<file path="config.mk">
export PLATFORM = sky130hd
export DESIGN_NAME = hazard_scoreboard_unit
export DESIGN_NICKNAME = d
export VERILOG_FILES = /design/src/rtl/hazard_pkg.sv /design/src/rtl/scoreboard_entry.sv /design/src/rtl/hazard_scoreboard_unit.sv
export SDC_FILE = /design/constraint.sdc
export NUM_CORES = 1
export LEC_CHECK = 0
export ABC_AREA = 1
export CAP_MARGIN = 15
export CORE_ASPECT_RATIO = 1.2
export CORE_MARGIN = 1
export CORE_UTILIZATION = 40
export DETAILED_ROUTE_END_ITERATION = 8
export PLACE_DENSITY = 0.63
export SLEW_MARGIN = 20
export SYNTH_ARGS = -nofsm -noshare
export SYNTH_HDL_FRONTEND = slang
export SYNTH_SLANG_ARGS = --single-unit
</file>
<file path="constraint.sdc">
create_clock -name clk -period 2.65 [get_ports clk]
set_input_delay 0.795 -clock clk [delete_from_list [all_inputs] [get_ports clk]]
set_output_delay 0.795 -clock clk [all_outputs]
set_load 0.03 [all_outputs]
</file>
<file path="src/rtl/hazard_pkg.sv">
// Shared constants and helpers for the ID-stage hazard scoreboard.
package hazard_pkg;

  localparam int DEF_REG_ADDR_W = 5;
  localparam int LAT_LOAD       = 2;
  localparam int LAT_NOFWD      = 3;

  // Countdown width wide enough to hold the longest wait; never narrower than 1 bit.
  function automatic int lat_cnt_w(input int load_lat, input int nofwd_lat);
    int max_lat;
    max_lat = (load_lat > nofwd_lat) ? load_lat : nofwd_lat;
    return (max_lat < 1) ? 1 : $clog2(max_lat + 1);
  endfunction

endpackage

</file>
<file path="src/rtl/scoreboard_entry.sv">
// One countdown cell of the hazard scoreboard: cycles until its register is safe to read.
module scoreboard_entry #(
  parameter int LAT_W = 2
) (
  input  logic             clk,
  input  logic             rst,
  input  logic             set,
  input  logic [LAT_W-1:0] lat,
  input  logic             freeze,
  input  logic             clear,
  output logic             pending
);

  logic [LAT_W-1:0] r_cnt;
  logic [LAT_W-1:0] w_dec;

  assign w_dec = (r_cnt != '0) ? r_cnt - LAT_W'(1) : '0;

  // NOTE: state uses non-blocking assignments so every cell samples the same pre-edge values.
  always_ff @(posedge clk) begin
    if (rst) begin
      r_cnt <= '0;
    end else if (clear) begin
      r_cnt <= '0;
    end else if (!freeze) begin
      // A newer writer may extend the wait but never shorten it.
      r_cnt <= (set && (lat > w_dec)) ? lat : w_dec;
    end
  end

  assign pending = (r_cnt != '0);

endmodule

</file>
<file path="src/rtl/hazard_scoreboard_unit.sv">
// ID-stage scoreboard: stalls ID while any used source register has a pending write.
module hazard_scoreboard_unit
  import hazard_pkg::*;
#(
  parameter int REG_ADDR_W    = DEF_REG_ADDR_W,
  parameter int LOAD_LATENCY  = LAT_LOAD,
  parameter int NOFWD_LATENCY = LAT_NOFWD,
  parameter int FORWARD_EN    = 1,
  parameter int CNT_W         = 16
) (
  input  logic                  clk,
  input  logic                  rst,
  input  logic                  id_valid,
  input  logic [REG_ADDR_W-1:0] src1,
  input  logic [REG_ADDR_W-1:0] src2,
  input  logic                  src1_used,
  input  logic                  src2_used,
  input  logic [REG_ADDR_W-1:0] id_dest,
  input  logic                  id_wb_en,
  input  logic                  id_mem_read,
  input  logic                  freeze,
  input  logic                  flush,
  output logic                  hazard_detected,
  output logic                  busy,
  output logic [CNT_W-1:0]      stall_count
);

  localparam int NUM_REGS = 2 ** REG_ADDR_W;
  localparam int LAT_W    = lat_cnt_w(LOAD_LATENCY, NOFWD_LATENCY);

  logic [NUM_REGS-1:0] w_pending;
  logic [LAT_W-1:0]    w_lat;
  logic                w_src1_hit;
  logic                w_src2_hit;
  logic                w_issue;
  logic [CNT_W-1:0]    r_stall_count;

  // r0 is hard-wired zero, so it never has a pending write.
  assign w_pending[0] = 1'b0;

  for (genvar g = 1; g < NUM_REGS; g++) begin : g_entry
    scoreboard_entry #(
      .LAT_W (LAT_W)
    ) u_entry (
      .clk     (clk),
      .rst     (rst),
      .set     (w_issue && (id_dest == REG_ADDR_W'(g))),
      .lat     (w_lat),
      .freeze  (freeze),
      .clear   (flush),
      .pending (w_pending[g])
    );
  end

  assign w_src1_hit      = src1_used && (src1 != '0) && w_pending[src1];
  assign w_src2_hit      = src2_used && (src2 != '0) && w_pending[src2];
  assign hazard_detected = id_valid && (w_src1_hit || w_src2_hit);

  assign w_lat = (FORWARD_EN != 0) ? (id_mem_read ? LAT_W'(LOAD_LATENCY) : '0)
                                   : LAT_W'(NOFWD_LATENCY);

  assign w_issue = id_valid && !hazard_detected && !freeze && id_wb_en && (id_dest != '0);

  assign busy = |w_pending;

  always_ff @(posedge clk) begin
    if (rst) begin
      r_stall_count <= '0;
    end else if (hazard_detected && !freeze && (r_stall_count != '1)) begin
      r_stall_count <= r_stall_count + CNT_W'(1);
    end
  end

  assign stall_count = r_stall_count;

endmodule

</file>
==> key figures <==
Run status
  • Status: complete, but fails checks
  • Failing checks: setup timing

Die
  • I/O Pins: 42
  • CORE AREA: between 10000 and 15000 um2
  • Die width: 115 um
  • Starting density of the core: between 40% and 50%
  • Height of the die: roughly 140 um
  • Die ar.: ~16000 um2
  • Num rows: 49

Worst hold path
  • Class of the worst hold path: register to register
  • Hold path depth: 2
  • Hold_sp: g_entry[13].u_entry.r_cnt[1]

Timing
  • Post-Route Skew: 0.0112 ns
  • Pins Over Slew Limit: 0
  • Post-route minimum period: 2.78 ns
  • Slew @ Worst Pin: between 0.7 and 0.8 ns
  • Fmax: around 0.36 GHz
  • Worst Slack Setup Final: -0.128 ns
  • Rel. slew slack: 52.0%
  • RSZ-0062 raised after global routing: yes
  • Worst hold slack: around 0.48 ns
  • Tcrit/Tclk final: 105%
  • Final setup fails: 2
  • Final hold viol count: 0

Detailed routing
  • DRT iter0 DRCs: 569
  • Detailed-route via count: 6875
  • DRC viols: 0
  • Antenna-violating nets left: 0
  • DRT Pass-1 Iters: 7
  • Via/cell ratio: ~5
  • Avg WL per Cell: 13.4 um
  • Routed wire length: between 15 and 20 mm

Pwr
  • Worst vdd ir: ~0.22 mV
  • Pwr Density: approximately 400 nW/um2
  • Seq pwr share: between 30% and 40%
  • Clk pwr share: 43.1%
  • Sw frac: just under 30%
  • LEAKAGE: between 3 and 4 nW
  • Comb pwr share: a little under a fifth
  • Switching power: between 0.9 and 1 mW
  • Total power: 3.17 mW
  • Power Internal: 2.25 mW

Yosys
  • Post-Syn Nets: between 1000 and 1500
  • Synth area leader: dfxtp_1
  • Unique masters post-synth: 37
  • Flops & latches, synth: 78
  • Share of the synthesized area in the top cell type: 25.6%
  • Top cells by area, synth: dfxtp_1 26%, nand2_1 17%, inv_1 9.7%
  • Yosys warnings: 0
  • Avg Cell Area, Syn: just over 6 um2
  • Register area share after synthesis: about a quarter
  • Mapped Cells: about 1000
  • Mapped Area: 6090 um2

Clocking
  • CTS root buf: clkbuf_16
  • Clock buffer depth: 2
  • CTS H-tree depth: 3
  • CTS Sinks: a little under 80
  • Clk slew on worst S/H paths: around 0.07 ns
  • TritonCTS Buffers: 9
  • Clk Latency, worst-skew pair: between 0.3 and 0.4 ns
  • CTS tree: yes

Cells and area
  • Share of cells above drive strength 1: around a fifth
  • Most frequent cells in the layout: 262 x nand2_1, 151 x inv_1, 118 x buf_4
  • Final net count: around 1200
  • Most common cell after layout, fill and taps aside: nand2_1
  • Layout Utilization: 54.3%
  • Final cell count without fillers: 1357
  • N_diodes: 0
  • Synth-to-Final Area Change: 33.4%

Setup path
  • CP startpoint: src1[0]
  • Register-to-Register Path Depth: 16
  • Critical R2R Launch: g_entry[30].u_entry.r_cnt[0]
  • Nature of the critical path startpoint: input port
  • WP data arrival: 1.98 ns
  • Req. time, crit path: approximately 1.9 ns
  • Largest fanout on the critical path: 5
  • Crit end category: output port
  • Crit Path Class: input port to output port

GRT
  • Global Route Usage Sum: a little under a quarter
  • Vias in the first global route: ~6100
  • Grt total ovfl: 0
  • Largest net degree at the start of global routing: 63
  • Initial antenna violation count: 0
  • Global-route wire length before repair: 29.3 mm

Placed design
  • Placed cell count: approximately 1300
  • Final RePlAce weighted congestion: a little under 0.9
  • Dpl ws: -0.656 ns
  • Port Buffers: between 40 and 50
  • Detail Placement HPWL: between 10 and 15 mm

Job
  • Max Cap Viol: 0
==> kinds of logic (layout without fill, tap and decap cells) <==
kind of cell,after synthesis,after routing,synth area share [%]
XOR/XNOR,11,11,1.58
AND/OR/NAND/NOR,554,554,41.9
buffers and inverters,209,355,14.1
flip-flops,78,78,25.6
adder cells (fa/ha/maj),27,27,5.55
AO/OA/AOI/OAI,128,128,11.2
==> cell usage after synthesis <==
library cell,count
xnor2_1,3
a21oi_2,8
nor2_1,54
nand3_2,1
o211ai_1,2
a21boi_0,1
dfxtp_1,78
buf_1,1
buf_6,7
clkinv_1,2
nor3b_1,1
nand3_4,1
nand3_1,106
xor2_1,8
inv_4,2
nor4_1,4
ha_1,27
o21ai_1,2
nor2_8,1
or2_2,2
buf_4,3
buf_2,6
nor3_1,38
or4_1,2
a2111oi_0,1
nand2_1,272
nand2_4,2
inv_1,158
o21ai_0,39
clkbuf_1,27
nand4_1,55
a21oi_1,74
nand2_2,11
a211oi_1,1
inv_2,3
nand2_8,2
nor2_4,2
==> power by group through the flow <==
| stage | combinational [mW] | clock (mW) | sequential [mW] |
|---|---|---|---|
| 3_3_place_gp | 0.557 | 0 | 1.23 |
| 4_1_cts | 0.583 | 1.40 | 1.20 |
| 3_5_place_dp | 0.560 | 0 | 1.23 |
| 6_report | 0.602 | 1.37 | 1.20 |
| 2_1_floorplan | 0.327 | 0 | 1.23 |
| 5_1_grt | 0.656 | 1.45 | 1.20 |
==> critical path, cell delays in order <==
cell and delay [ns]:
buf_8 0.11, buf_6 0.13, nand2_4 0.06, nor2_1 0.04, nor2_1 0.08, nand2_1 0.08, nand3_2 0.09, nand3_2 0.09
nand2_4 0.09, nand2_8 0.06, a21oi_4 0.18, buf_6 0.16
==> metrics by stage <==
| step | instance area, um2 | TNS [ns] |
|---|---|---|
| after global placement | 7570 | -36.92 |
| final | 8130 | -0.185 |
| after global routing | 8130 | -0.331 |
| after floorplan | 6130 | -0.156 |
| after CTS | 8010 | -0.348 |
| after detailed placement | 7570 | -37.34 |
==> repair_timing <==
action | in CTS | in global routing
endpoints found under the setup margin | 54 | 4
pin swaps | 17 | 23
hold buffers | 0 | 0
buffers inserted | 1 | 0
resized for setup | 64 | 44
cloned | 2 | 0
==> path summary, 6_finish.rpt <==
path / endpoint / slack [ns]
worst min-delay path: g_entry[13].u_entry.r_cnt[1] / 0.48
worst max-delay path: hazard_detected / -0.13
worst max register to register: g_entry[28].u_entry.r_cnt[0] / 0.27
worst min register to register: g_entry[13].u_entry.r_cnt[1] / 0.48
==> sequential cells by signal (all words and copies together) (netlist names) <==
register	cells
g_entry.u_entry.r_cnt	62
stall_count	16
==> cell type report <==
class / instances / area, um2
Clock inverter: 7 / 96.3
Timing Repair Buffer: 173 / 1490
Tap cell: 204 / 255
Clock buffer: 9 / 225
Inverter: 165 / 634
Multi-Input combinational cell: 720 / 3850
Fill cell: 1551 / 6830
Timing Repair inverter: 1 / 7.51
Sequential cell: 78 / 1570
==> metal layers <==
metal,GRT usage [%],vias to the layer above,wire [um]
li1,-,3559,-
met1,29.5,3114,8130
met2,41.6,182,8840
met3,4.44,20,904
met4,8.44,0,339
met5,0,-,0
Power figures use the tool's default switching activity.
==> RTL edit, RTL diff (same settings) <==
`DEF_REG_ADDR_W`: 5 -> 6.
--- a/src/rtl/hazard_pkg.sv
+++ b/src/rtl/hazard_pkg.sv
@@ -2,5 +2,5 @@
 package hazard_pkg;
 
-  localparam int DEF_REG_ADDR_W = 5;
+  localparam int DEF_REG_ADDR_W = 6;
   localparam int LAT_LOAD       = 2;
   localparam int LAT_NOFWD      = 3;
Interface: changed (resized id_dest, src1 and src2); port bits go from 42 to 45. No check against the original RTL was run, so the function may have changed too.
==> RTL edit against the unedited design <==
The run still ends with negative setup slack left; register-to-register slack worse by 0.06 ns; sequential cell count increased by 64; utilization fell by 2.9 points; synthesized area rose by 82%; worst hold slack improved by 0.00094 ns; global-route usage grew 3.3 points; via count grew 87%; total power increased by 90%; cell area up 72%; routed wire length grew 110%; worst setup slack lost 0.21 ns; largest cell class unchanged; highest routed layer unchanged.
==> RTL edit: results (changes against the unedited design) <==
stage,metric,value,unit,change
outcome,status,"finished, violations left",,
outcome,violated checks,negative setup slack,,
final_layout,Non-Clock Inverter Count,271,,+63%
cts,clock sinks,142,,+82%
placed_design,Post-DP Area,12900,um^2,+70%
yosys,post-synthesis adder-cell area fraction,0.0634,,+0.00791
grt,first-pass GRT wire length,60800,um,+110%
critical_path,Worst EP arrival,2.19,ns,+0.21 ns
sta,final setup fails,2,,unchanged
routing,DRT Wirelength,38700,um,+110%
placed_design,# port buffers,44,,+7.3%
final_layout,signal buffers share of area,0.149,,-0.0338
power,cell leakage power,6.28,nW,+63%
final_layout,clk tree area frac,0.0461,,+0.00656
sta,Final WS setup,-0.336,ns,-0.208 ns
yosys,Compound-Gate Fraction of Synth Area,0.113,,+0.000241
critical_path,cell count of the worst reg-to-reg path,17,,+1
final_layout,nets@finish,2088,,+74%
yosys,Commonest cells post-synth,"nand2_1 (529), inv_1 (262), nand3_1 (222)",,
final_layout,fillers,2740,,+77%
final_layout,Sequential cell area,2840,um^2,+82%
yosys,Unique masters post-synth,36,,-2.7%
power,Reg power frac,0.365,,-0.014
sta,Clock Skew,0.0120,ns,+0.000734 ns
routing,Starting DRT DRC Count,1036,,+82%
-- RTL edit: cell types whose count changed in the layout (fill, tap and decap cells not counted), sizes merged, moves of 18 or more --
cell	delta
nand2	+245
a21oi	+97
inv	+103
nand3	+116
nor2	+105
nand4	+31
buf	+28
clkbuf	+18
ha	+29
dfxtp	+64
-- RTL edit: routing by layer --
metal  track usage  vias up  wire, um
li1              -     6368         -
met1         0.329     5973     16400
met2         0.453      419     18200
met3        0.0470      112      2210
met4         0.163        0      1940
met5             0        -         0
-- RTL edit: path summary, 6_finish.rpt --
path	startpoint	end	slack [ns]
hold reg to reg	g_entry[62].u_entry.r_cnt[0]	g_entry[62].u_entry.r_cnt[0]	0.48
setup / recovery	src1[2]	hazard_detected	-0.34
setup reg to reg	g_entry[37].u_entry.r_cnt[0]	g_entry[43].u_entry.r_cnt[1]	0.21
hold / removal	g_entry[62].u_entry.r_cnt[0]	g_entry[62].u_entry.r_cnt[0]	0.48
-- RTL edit: metrics by stage --
| stage | hold WS, ns | TNS, ns | total power, mW | std cells | utilization |
|---|---|---|---|---|---|
| final | 0.479 | -0.645 | 6.03 | 2358 | 0.514 |
| after global routing | 0.496 | -0.797 | 6.25 | 2358 | 0.514 |
| after CTS | 0.484 | -0.679 | 6.01 | 2355 | 0.506 |
| after detailed placement | 0.474 | -89.19 | 3.29 | 2313 | 0.474 |
| after global placement | 0.465 | -86.45 | 3.28 | 2313 | 0.474 |
| after floorplan | 0.454 | -0.0822 | 2.85 | 1872 | - |
-- RTL edit: critical path, stage by stage --
cell and delay [ns]:
buf_6 0.12, clkinvlp_4 0.21, buf_6 0.18, a21oi_2 0.09, nand3_1 0.08, nand3_1 0.08
nand3_1 0.09, nand2_2 0.09, nand3_4 0.09, nand2_4 0.10, inv_2 0.05, nor2_4 0.09
buf_6 0.13
